`src/rtl/pipe_pkg.sv`:
```
// Shared definitions for the decode->execute hazard sequencer.
//   state_e     : sequencer FSM encoding (StRun=0, StDiv=1)
//   ctrl_t      : bundle of the pipeline control outputs
//   CtrlNop     : all-zero control bundle (no stall, no bubble, no flush)
//   RegWDefault : default register-index width
//   CntW        : divide down-counter width (covers DIV_CYCLES up to 255)
package pipe_pkg;

    typedef enum logic {
        StRun = 1'b0,
        StDiv = 1'b1
    } state_e;

    typedef struct packed {
        logic stall_fd;
        logic stall_de;
        logic bubble_de;
        logic bubble_em;
        logic flush_fd;
        logic div_start;
        logic div_busy;
    } ctrl_t;

    localparam ctrl_t CtrlNop = '0;

    localparam int unsigned RegWDefault = 8;
    localparam int unsigned CntW        = 8;

endpackage

```
`src/rtl/div_cycle_counter.sv`:
```
// Loadable down-counter with a zero flag, used to time divide occupancy of EX.
// Ports:
//   clk      in   core clock, rising edge
//   rst      in   synchronous active-high reset, clears the count
//   load     in   load load_val this cycle (wins over dec)
//   load_val in   value to load
//   dec      in   decrement by one (holds at zero)
//   zero     out  count is zero
module div_cycle_counter
    import pipe_pkg::*;
#(
    parameter int unsigned W = CntW
) (
    input  logic         clk,
    input  logic         rst,
    input  logic         load,
    input  logic [W-1:0] load_val,
    input  logic         dec,
    output logic         zero
);

    logic [W-1:0] cnt_q;
    logic [W-1:0] cnt_d;

    always_comb begin
        cnt_d = cnt_q;
        if (load) begin
            cnt_d = load_val;
        end else if (dec && (cnt_q != '0)) begin
            cnt_d = cnt_q - W'(1);
        end
    end

    always_ff @(posedge clk) begin
        if (rst) begin
            cnt_q <= '0;
        end else begin
            cnt_q <= cnt_d;
        end
    end

    assign zero = (cnt_q == '0);

endmodule

```
`src/rtl/pipe_hazard_ctrl.sv`:
```
// Stall / bubble / flush sequencer for the Dec->Ex stage register.
// Handles load-use hazards, multi-cycle divide occupancy of EX and taken
// jumps/branches resolved in EX. All control outputs are combinational from
// the current inputs and FSM state, and are forced to zero while rst is high.
// Optional build macro: HAZ_PERF_CNT_EN adds stall-cycle and divide counters;
// without it perf_stalls/perf_divs are tied to zero.
// Ports:
//   clk, rst                     clock and synchronous active-high reset
//   dec_a_reg/dec_b_reg          source indices of the decode instruction
//   dec_use_a/dec_use_b          decode instruction reads A / B
//   ex_mem, ex_store, ex_rwe     EX memory op / store / register write
//   ex_c_reg                     EX destination index
//   ex_div, ex_br_taken          EX divide / taken jump or branch
//   stall_fd, stall_de           hold fetch/decode, hold Dec->Ex
//   bubble_de, bubble_em         load NOP controls into Dec->Ex / Ex->Mem
//   flush_fd                     kill the fetch/decode instruction
//   div_start, div_busy          divider start pulse / divider running
//   perf_stalls, perf_divs       performance counters
module pipe_hazard_ctrl
    import pipe_pkg::*;
#(
    parameter int unsigned DIV_CYCLES = 4,
    parameter int unsigned REG_W      = RegWDefault
) (
    input  logic             clk,
    input  logic             rst,
    input  logic [REG_W-1:0] dec_a_reg,
    input  logic [REG_W-1:0] dec_b_reg,
    input  logic             dec_use_a,
    input  logic             dec_use_b,
    input  logic             ex_mem,
    input  logic             ex_store,
    input  logic             ex_rwe,
    input  logic [REG_W-1:0] ex_c_reg,
    input  logic             ex_div,
    input  logic             ex_br_taken,
    output logic             stall_fd,
    output logic             stall_de,
    output logic             bubble_de,
    output logic             bubble_em,
    output logic             flush_fd,
    output logic             div_start,
    output logic             div_busy,
    output logic [15:0]      perf_stalls,
    output logic [15:0]      perf_divs
);

    localparam bit          MultiCycle = (DIV_CYCLES > 1);
    // The start cycle and the release cycle are not counted, hence the -2.
    localparam int unsigned LoadInt    = (DIV_CYCLES > 1) ? DIV_CYCLES - 2 : 0;
    localparam logic [CntW-1:0] CntLoad = LoadInt[CntW-1:0];

    state_e state_q;
    state_e state_d;
    ctrl_t  ctrl;
    logic   lu;
    logic   cnt_load;
    logic   cnt_dec;
    logic   cnt_zero;

    assign lu = ex_mem & ~ex_store & ex_rwe &
                ((dec_use_a & (dec_a_reg == ex_c_reg)) |
                 (dec_use_b & (dec_b_reg == ex_c_reg)));

    div_cycle_counter #(
        .W (CntW)
    ) u_div_cnt (
        .clk      (clk),
        .rst      (rst),
        .load     (cnt_load),
        .load_val (CntLoad),
        .dec      (cnt_dec),
        .zero     (cnt_zero)
    );

    // State register
    always_ff @(posedge clk) begin
        if (rst) begin
            state_q <= StRun;
        end else begin
            state_q <= state_d;
        end
    end

    // Next state and counter control
    always_comb begin
        state_d  = state_q;
        cnt_load = 1'b0;
        cnt_dec  = 1'b0;
        unique case (state_q)
            StRun: begin
                if (!ex_br_taken && ex_div && MultiCycle) begin
                    state_d  = StDiv;
                    cnt_load = 1'b1;
                end
            end
            StDiv: begin
                // Release coincides with the Dec->Ex register advancing, so the
                // same divide is never seen again in StRun.
                if (cnt_zero) begin
                    state_d = StRun;
                end else begin
                    cnt_dec = 1'b1;
                end
            end
            default: state_d = StRun;
        endcase
    end

    // Outputs
    always_comb begin
        ctrl = CtrlNop;
        if (!rst) begin
            unique case (state_q)
                StRun: begin
                    if (ex_br_taken) begin
                        ctrl.flush_fd  = 1'b1;
                        ctrl.bubble_de = 1'b1;
                    end else if (ex_div) begin
                        ctrl.div_start = 1'b1;
                        ctrl.div_busy  = 1'b1;
                        if (MultiCycle) begin
                            ctrl.stall_fd  = 1'b1;
                            ctrl.stall_de  = 1'b1;
                            ctrl.bubble_em = 1'b1;
                        end
                    end else if (lu) begin
                        // The load advances; the consumer waits one cycle in decode.
                        ctrl.stall_fd  = 1'b1;
                        ctrl.bubble_de = 1'b1;
                    end
                end
                StDiv: begin
                    ctrl.div_busy = 1'b1;
                    if (!cnt_zero) begin
                        ctrl.stall_fd  = 1'b1;
                        ctrl.stall_de  = 1'b1;
                        ctrl.bubble_em = 1'b1;
                    end
                end
                default: ctrl = CtrlNop;
            endcase
        end
    end

    assign stall_fd  = ctrl.stall_fd;
    assign stall_de  = ctrl.stall_de;
    assign bubble_de = ctrl.bubble_de;
    assign bubble_em = ctrl.bubble_em;
    assign flush_fd  = ctrl.flush_fd;
    assign div_start = ctrl.div_start;
    assign div_busy  = ctrl.div_busy;

`ifdef HAZ_PERF_CNT_EN
    logic [15:0] perf_stalls_q;
    logic [15:0] perf_stalls_d;
    logic [15:0] perf_divs_q;
    logic [15:0] perf_divs_d;

    always_comb begin
        perf_stalls_d = perf_stalls_q;
        perf_divs_d   = perf_divs_q;
        if (ctrl.stall_fd && (perf_stalls_q != 16'hFFFF)) begin
            perf_stalls_d = perf_stalls_q + 16'd1;
        end
        if (ctrl.div_start) begin
            perf_divs_d = perf_divs_q + 16'd1;
        end
    end

    always_ff @(posedge clk) begin
        if (rst) begin
            perf_stalls_q <= '0;
            perf_divs_q   <= '0;
        end else begin
            perf_stalls_q <= perf_stalls_d;
            perf_divs_q   <= perf_divs_d;
        end
    end

    assign perf_stalls = perf_stalls_q;
    assign perf_divs   = perf_divs_q;
`else
    assign perf_stalls = 16'h0000;
    assign perf_divs   = 16'h0000;
`endif

endmodule

```
`config.mk`:
```
export PLATFORM = sky130hd
export DESIGN_NAME = pipe_hazard_ctrl
export DESIGN_NICKNAME = d
export VERILOG_FILES = /design/src/rtl/pipe_pkg.sv /design/src/rtl/div_cycle_counter.sv /design/src/rtl/pipe_hazard_ctrl.sv
export SDC_FILE = /design/constraint.sdc
export NUM_CORES = 1
export LEC_CHECK = 0
export ABC_AREA = 1
export ABC_CLOCK_PERIOD_IN_PS = 1700
export BUFFER_PORTS_ARGS = -buffer_cell sky130_fd_sc_hd__buf_2
export CAP_MARGIN = 20
export CORE_UTILIZATION = 44
export DETAILED_ROUTE_END_ITERATION = 7
export GPL_ROUTABILITY_DRIVEN = 0
export HOLD_SLACK_MARGIN = 0.06
export PLACE_DENSITY = 0.8
export SLEW_MARGIN = 20
export SYNTH_ARGS = -nofsm -noshare
export SYNTH_HDL_FRONTEND = slang
export SYNTH_SLANG_ARGS = --single-unit
```
`constraint.sdc`:
```
create_clock -name clk -period 1.7 [get_ports clk]
set_input_delay 0.085 -clock clk [delete_from_list [all_inputs] [get_ports clk]]
set_output_delay 0.085 -clock clk [all_outputs]
set_load 0.02 [all_outputs]
```
======== Word-level counts from Yosys, hierarchy flattened ========
Index checks and enable logic that the tools add are counted.
storage, ports and cells
  register bits ........................... 9
  input port bits ......................... 33
  output and inout port bits .............. 39
  logic and storage cells ................. 45
operators by class
  $add $sub $neg .......................... 1
  eq/ne operators ......................... 2
  multiplexer cells ....................... 24
  bitwise gates (word level) .............. 8
  reduce and logical (&&, ||, !) cells .... 7
operator list
  operator               count
  $eq A8 B8 Y1           2
  $mux W2                7
  $mux W1                12
  $logic_not A8 Y1       1
  $reduce_bool A8 Y1     1
  $sub A8 B1 Y8 const B  1
  $mux W7                1
  $pmux W1 S2            3
  $and A1 B1 Y1          5
  $pmux W2 S2            1
  $logic_and A1 B1 Y1    2
  $not A1 Y1             2
  $reduce_bool A2 Y1     1
  $reduce_or A2 Y1       1
  $logic_not A1 Y1       1
  $or A1 B1 Y1           1

======== Depth between registers and ports, before layout ========
Gate-level depths: netlist (run 1).
  word-level depth ........................ 9
  gate-level depth with buffers ........... 10
  gate-level depth less buffers ........... 10

======== By module ========
Synthesis (run 1) repeated with hierarchy kept, for this count alone.
second synthesis, totals
  cells, all modules ...................... 231
  area, all modules ....................... 1276.2 um^2
by module, submodules not included
  module             times used  cells each  area an instance (um^2)  sequential area each (um^2)
  pipe_hazard_ctrl   1           127         675.6                    20.0
  div_cycle_counter  1           104         600.6                    160.2

======== Worst setup path after synthesis (run 1) ========
OpenSTA, ideal clock, no wires.
  path kind ............................... register to output
  from .................................... register u_div_cnt.cnt_q[0]
  to ...................................... output port stall_fd
  data arrival time ....................... 1512 ps
  data required time ...................... 1615 ps
  slack ................................... 103 ps
  cell stages (with the launch flop) ...... 10
  path buffers ............................ 0
  cells stage by stage .................... dfxtp_1 -> inv_1 -> ha_1 -> inv_1 -> nor3_1 -> nand2_2 -> nand2_4 -> a21oi_1 -> inv_1 -> nand2_1
between the ends
  cells in the longest elaborated chain, start to end .. 4
RTL lines
  element                   RTL line                 RTL
  start: declaration        div_cycle_counter.sv:22  logic [W-1:0] cnt_q;
  start signal: assignment  div_cycle_counter.sv:38  cnt_q <= cnt_d;
  $logic_not A8 Y1          div_cycle_counter.sv:42  assign zero = (cnt_q == '0);
  $mux W2                   pipe_hazard_ctrl.sv:135  if (!cnt_zero) begin
  $pmux W2 S2               pipe_hazard_ctrl.sv:114  unique case (state_q)
  $mux W7                   pipe_hazard_ctrl.sv:113  if (!rst) begin
  end: declaration          pipe_hazard_ctrl.sv:37   output logic stall_fd,
No other way between the ends.

======== Worst setup path after layout (run 1) ========
Ends and elaborated chain as after synthesis.

==> out/results.ini, run 1 <==
[route]
drcViolationCount=0
drt-vias-per-instance=4.32
dr.pass1.iters=4
route.vias.total=1257
wirelength_mm=2.48
first_iter_violations=32
ant_nets=0
wl_per_cell_um=8.52

[die]
die_area_um2=3050
fp.coreArea_um2=2570
fp.dieH_um=55.2
fp-row-count=18
die_w_um=55.2
initial_core_util_pct=48.5
io_pins=72

[sta]
setup_viol=0
fmax_mhz=622
report.final.slew_viol_count=0
fin_crit_sh_pct=94.6
report.final.hold_viol_count=0
period_minus_slack_ps=1610
finClkSkew_ps=5.67

[placement]
dp_hpwl_mm=2.09
port_buffers=39
placed_area_um2=1350
dp.cells=285

[run_status]
outcome=finished clean

[worst_setup_path]
crit_fanout=5
worst-path-buf-inv=4
critPathTopFamily=flip-flops
critPathCaptureType=output port
worst_ep_required_time_ps=1620
cp_slowest_cell=dfxtp_1
cp.arrival_ps=1520
worst-setup-path-type=flip-flop to output port
path_cells=inv_2 > ha_1 > inv_1 > nor3_1 > nand2_2 > nand2_4 > a21oi_2 > inv_1 > nand2_1 > buf_2
critPathLaunch=u_div_cnt.cnt_q[0]
ff2ff_path_depth=11
crit_path_start_kind=flip-flop
rrSetupSlack_ps=190
r2r_end=u_div_cnt.cnt_q[4]
crit_path_max_incr_delay_ps=340
rr_startpoint=u_div_cnt.cnt_q[0]
crit_top_cell=inv_1
crit_end=stall_fd
path_depth=10

[synth]
yosysTopAreaCellShare_pct=19.9
synth_top_area_cell=buf_4
synth.most_common_cell=nand2_1
synth_cell_types=24
synth_edf_count=0
synth_cells=218
synth_area_leaders=buf_4 20%, nand2_1 20%, dfxtp_1 14%
yosys-top-cells-count=66 x nand2_1, 36 x inv_1, 33 x buf_4, 18 x nor2_1, 13 x nand3_1
synthArstFlopShare_pct=0
ys_ff_latch=9
synth_ff_type=dfxtp_1
yosys_warnings=0
synth.cell_area_um2=1240
seq_area_frac_synth_pct=14.5
syn_area_per_cell_um2=5.71

[cells_and_area]
postLayoutCellArea_um2=1400
syn_to_final_growth_pct=12.1
drive_gt1_share_pct=22.6
diodes=0
fin_cells=291
nNetsFinal=297

[pwr]
power_mw=0.730
power_density_nw_per_um2=524
worst_ir_drop_vdd_v=0.000489
leakagePower_nw=0.873

[grt]
grt_pass1_vias=1069
grt_pass1_wl_mm=4.08
grt_antenna_before_repair=0
grt_util_all_layers_pct=18.4
grt_max_degree=10
grt-ovfl-total=0

[clock_tree]
insertion_delay_ps=260
clkSinkCount=9
tritoncts=done
root_buffer=clkbuf_4
clk_pin_slew_ps=60
cts_buffer_depth=2
htreeDepth=1
cts_made_buffers=3

[worst_hold_path]
hold_path_class=input port to flip-flop

[run]
drv_cap=0

## stage by stage
| stage | worst slack [ps] | util, % | setup TNS (ps) | hold WS (ps) |
|---|---|---|---|---|
| finish | 92.2 | 54.3 | 0 | 226 |
| floorplan | 103 | - | 0 | 154 |
| detailed placement | 241 | 52.4 | 0 | 327 |
| CTS | 44.4 | 54.1 | 0 | 176 |
| global placement | 275 | 52.4 | 0 | 329 |
| global route | -9.54 | 54.3 | -9.54 | 248 |
## kinds of logic after synthesis
| logic type | synth area share, % |
|---|---|
| compound gates | 6.03 |
| xor+xnor | 4.22 |
| fa+ha+maj | 2.01 |
| buf+inv | 31.8 |
| flops | 14.5 |
| other cells | 0.301 |
| simple gates | 41.2 |
## timing repair
item / in CTS / in global routing
endpoints found under the hold margin: 2 / 0
hold buffers: 1 / 0
buffers inserted: 1 / 0
endpoints found under the setup margin: 1 / 3
pin swaps: 1 / 0
resized for setup: 0 / 3
## how the worst min path moves through the flow
| stage | start | end | slack [ps] | cells past startpoint |
|---|---|---|---|---|
| CTS | ex_div | state_q | 180 | 3 |
| floorplan | rst | state_q | 150 | 1 |
| global placement | rst | u_div_cnt.cnt_q[1] | 330 | 2 |
| global route | ex_div | state_q | 250 | 3 |
| detailed placement | rst | state_q | 330 | 2 |
| finish | ex_div | state_q | 230 | 3 |
## worst reg2reg max path: cells and delay by family, from the launching register on
family | cells | cell delay (ps)
AND/OR/NAND/NOR | 6 | 570
buffers and inverters | 4 | 360
flip-flops | 1 | 320
adder cells (fa/ha/maj) | 1 | 140
## power breakdown
| part | internal [mW] | total [mW] | switching, mW | leakage [nW] |
|---|---|---|---|---|
| Sequential | 0.221 | 0.230 | 0.00866 | 0.0733 |
| Clock | 0.0906 | 0.169 | 0.0786 | 0.0150 |
| Combinational | 0.111 | 0.331 | 0.220 | 0.785 |
| Total | 0.423 | 0.730 | 0.307 | 0.873 |
## area by class of cell
cell class	count	area (µm²)
inverters	38	148
repair buffers	41	213
fillers	261	1170
flip-flops and latches	9	181
clock buffers	4	26.3
multi-input cells	169	790
well taps	30	37.5
## state kept, by name (all words and copies together) (netlist names)
signal and flops:
state_q 1, u_div_cnt.cnt_q 8
## per-layer routing
layer	wire, µm	global-route usage, %	vias up
li1	-	-	680
met1	1090	21.4	525
met2	1230	33.7	52
met3	166	5.46	0
met4	0	2.50	0
met5	0	0	-
## cells in the final DEF, fill, tap and decap left out, types with 3 or more instances in the layout
cell type,Yosys,routed
xor2_1,5,5
nand3_1,13,13
nand4_1,3,3
a21oi_1,11,10
buf_2,0,39
nand2_1,66,66
inv_1,36,35
clkbuf_4,0,3
nor2_1,18,18
or2_2,4,4
conb_1,1,32
dfxtp_1,9,8
Note: power is estimated with default switching activity, not from simulation.
==> inputs of run 2 (changes only) <==
==> constraint.sdc (replaced) <==
create_clock -name clk -period 1.7 [get_ports clk]
set_input_delay 0.34 -clock clk [delete_from_list [all_inputs] [get_ports clk]]
set_output_delay 0.34 -clock clk [all_outputs]
set_load 0.02 [all_outputs]
==> run 2 against run 1 <==
Compared with the run above: sequential power barely moved; sequential share of layout area is 0.69 points lower; largest power group unchanged; the flow now finishes with violations (setup timing); first-iteration DRC count is 47% lower; register-to-register slack about the same; critical path depth did not move.
==> out/results.ini, run 2 (synthesized netlist as in run 1, its figures left out) <==
[worst_setup_path]
crit_path_start_kind=flip-flop
cp.arrival_ps=1450  ; -70 ps
rr_startpoint=u_div_cnt.cnt_q[1]
rrSetupSlack_ps=200  ; about the same
crit_fanout=3  ; -2
crit_top_cell=inv_2
r2r_end=u_div_cnt.cnt_q[4]
critPathTopFamily=simple AND/OR/NAND/NOR gates
path_cells=inv_2 > ha_4 > inv_2 > nor3_4 > nand2_2 > nand2_4 > a21oi_4 > inv_2 > nand2_2 > buf_6
worst_ep_required_time_ps=1360  ; -260 ps
crit_path_max_incr_delay_ps=320  ; -20 ps
critPathLaunch=u_div_cnt.cnt_q[1]
ff2ff_path_depth=11  ; unchanged
worst-path-buf-inv=4  ; unchanged
worst-setup-path-type=flip-flop to output port
cp_slowest_cell=dfxtp_2
critPathCaptureType=output port

[sta]
fin_crit_sh_pct=105  ; +10 points
report.final.slew_viol_count=0  ; unchanged
finClkSkew_ps=3.72  ; -1.95 ps
setup_viol=3  ; +3
fmax_mhz=560  ; -10%
period_minus_slack_ps=1790  ; +178 ps
rsz0062_at_grt=true
whs_ps=345  ; +119 ps
report.final.hold_viol_count=0  ; unchanged
setup_ws_ps=-86.1  ; -178 ps

[pwr]
power_density_nw_per_um2=512  ; -2.3%
power_mw=0.759  ; +4.0%
leakagePower_nw=0.894  ; +2.4%
worst_ir_drop_vdd_v=0.000464  ; -5.2%

[cells_and_area]
largest-register=u_div_cnt.cnt_q
layout_common_cells=61 x nand2_1, 34 x buf_2, 32 x conb_1
fillers=259  ; -0.77%
reg_top3=u_div_cnt.cnt_q (8), state_q (1)
layout_commonest_cell=nand2_1
largest_reg_flops=8  ; unchanged
syn_to_final_growth_pct=19.2
final_core_util_pct=57.8  ; +3.5 points
nNetsFinal=299  ; +0.67%
diodes=0  ; unchanged
drive_gt1_share_pct=29.3  ; +6.7 points
fin_cells=293  ; +0.69%

[grt]
grt_antenna_before_repair=0  ; unchanged
grt-ovfl-total=0  ; unchanged
grt_util_all_layers_pct=18.8  ; +0.39 points
grt_pass1_wl_mm=4.13  ; +1.2%
grt_max_degree=10  ; unchanged
grt_pass1_vias=1064  ; -0.47%

[route]
dr.pass1.iters=4  ; unchanged
first_iter_violations=17  ; -47%
wl_per_cell_um=8.81  ; +3.5%
ant_nets=0  ; unchanged
route.vias.total=1267  ; +0.80%
drt-vias-per-instance=4.32  ; +0.11%
drcViolationCount=0  ; unchanged
wirelength_mm=2.58  ; +4.2%

[run_status]
outcome=finished with violations
violations=setup timing

[clock_tree]
root_buffer=clkbuf_4
tritoncts=done
htreeDepth=1  ; unchanged
clk_pin_slew_ps=60  ; about the same
cts_made_buffers=3  ; unchanged
clkSinkCount=9  ; unchanged
hold_buffers=0  ; -1
cts_buffer_depth=2  ; unchanged
insertion_delay_ps=260  ; about the same

[placement]
dp.cells=287  ; +0.70%
dp_worst_setup_slack_ps=24.5  ; -217 ps
dp_hpwl_mm=2.05  ; -1.9%
port_buffers=39  ; unchanged

[die]
fp-row-count=18  ; unchanged
fp.dieH_um=55.2  ; unchanged
initial_core_util_pct=48.5  ; unchanged
io_pins=72  ; unchanged
die_w_um=55.2  ; unchanged
fp.coreArea_um2=2570  ; unchanged
die_area_um2=3050  ; unchanged

[worst_hold_path]
hold_path_class=input port to flip-flop
hold_depth=2  ; -1
worstHoldEndpoint=u_div_cnt.cnt_q[1]
min_from=rst

[run]
drv_cap=0  ; unchanged

-- run 2: cell count changes in the layout (fill, tap and decap cells not counted), sizes merged --
cell         delta
dlygate4sd3     -1
buf             +3
-- run 2: per-layer routing --
metal / up-vias / global-route usage [%] / routed length (µm)
met5: - / 0 / 0
met4: 0 / 2.92 / 38
met3: 4 / 5.74 / 173
met2: 59 / 33.3 / 1250
met1: 518 / 22.5 / 1120
li1: 686 / - / -
-- run 2: what timing repair did --
action                                  CTS  global route
gates cloned                              0             0
resized for setup                         6            22
endpoints found under the setup margin    3             4
buffers inserted                          1             1
pin swaps                                 1             7
-- run 2: how the worst max path moves through the flow --
stage | end | slack (ps) | depth (start not counted)
floorplan | stall_fd | 90 | 9
global placement | stall_fd | 20 | 9
detailed placement | stall_fd | 20 | 9
CTS | stall_fd | -60 | 10
global route | stall_fd | -180 | 10
finish | stall_fd | -90 | 10
-- run 2: layout make-up --
| class | instances | area (µm²) | area share, % |
|---|---|---|---|
| clock buffers | 4 | 26.3 | 1.77 |
| multi-input cells | 169 | 837 | 56.4 |
| well taps | 30 | 37.5 | 2.53 |
| repair buffers | 43 | 253 | 17.0 |
| inverters | 38 | 148 | 9.95 |
| flip-flops and latches | 9 | 183 | 12.3 |
-- run 2: stage by stage --
stage | TNS (ps) | area [µm²]
2_1_floorplan | 0 | 1370
3_3_place_gp | 0 | 1370
3_5_place_dp | 0 | 1370
4_1_cts | -56.1 | 1420
5_1_grt | -417 | 1480
6_report | -138 | 1480
-- run 2: power by group --
part	total (mW)	internal, mW	switching [mW]
combinational	0.365	0.132	0.233
sequential	0.230	0.221	0.00854
clock	0.164	0.0904	0.0735
total	0.759	0.444	0.315
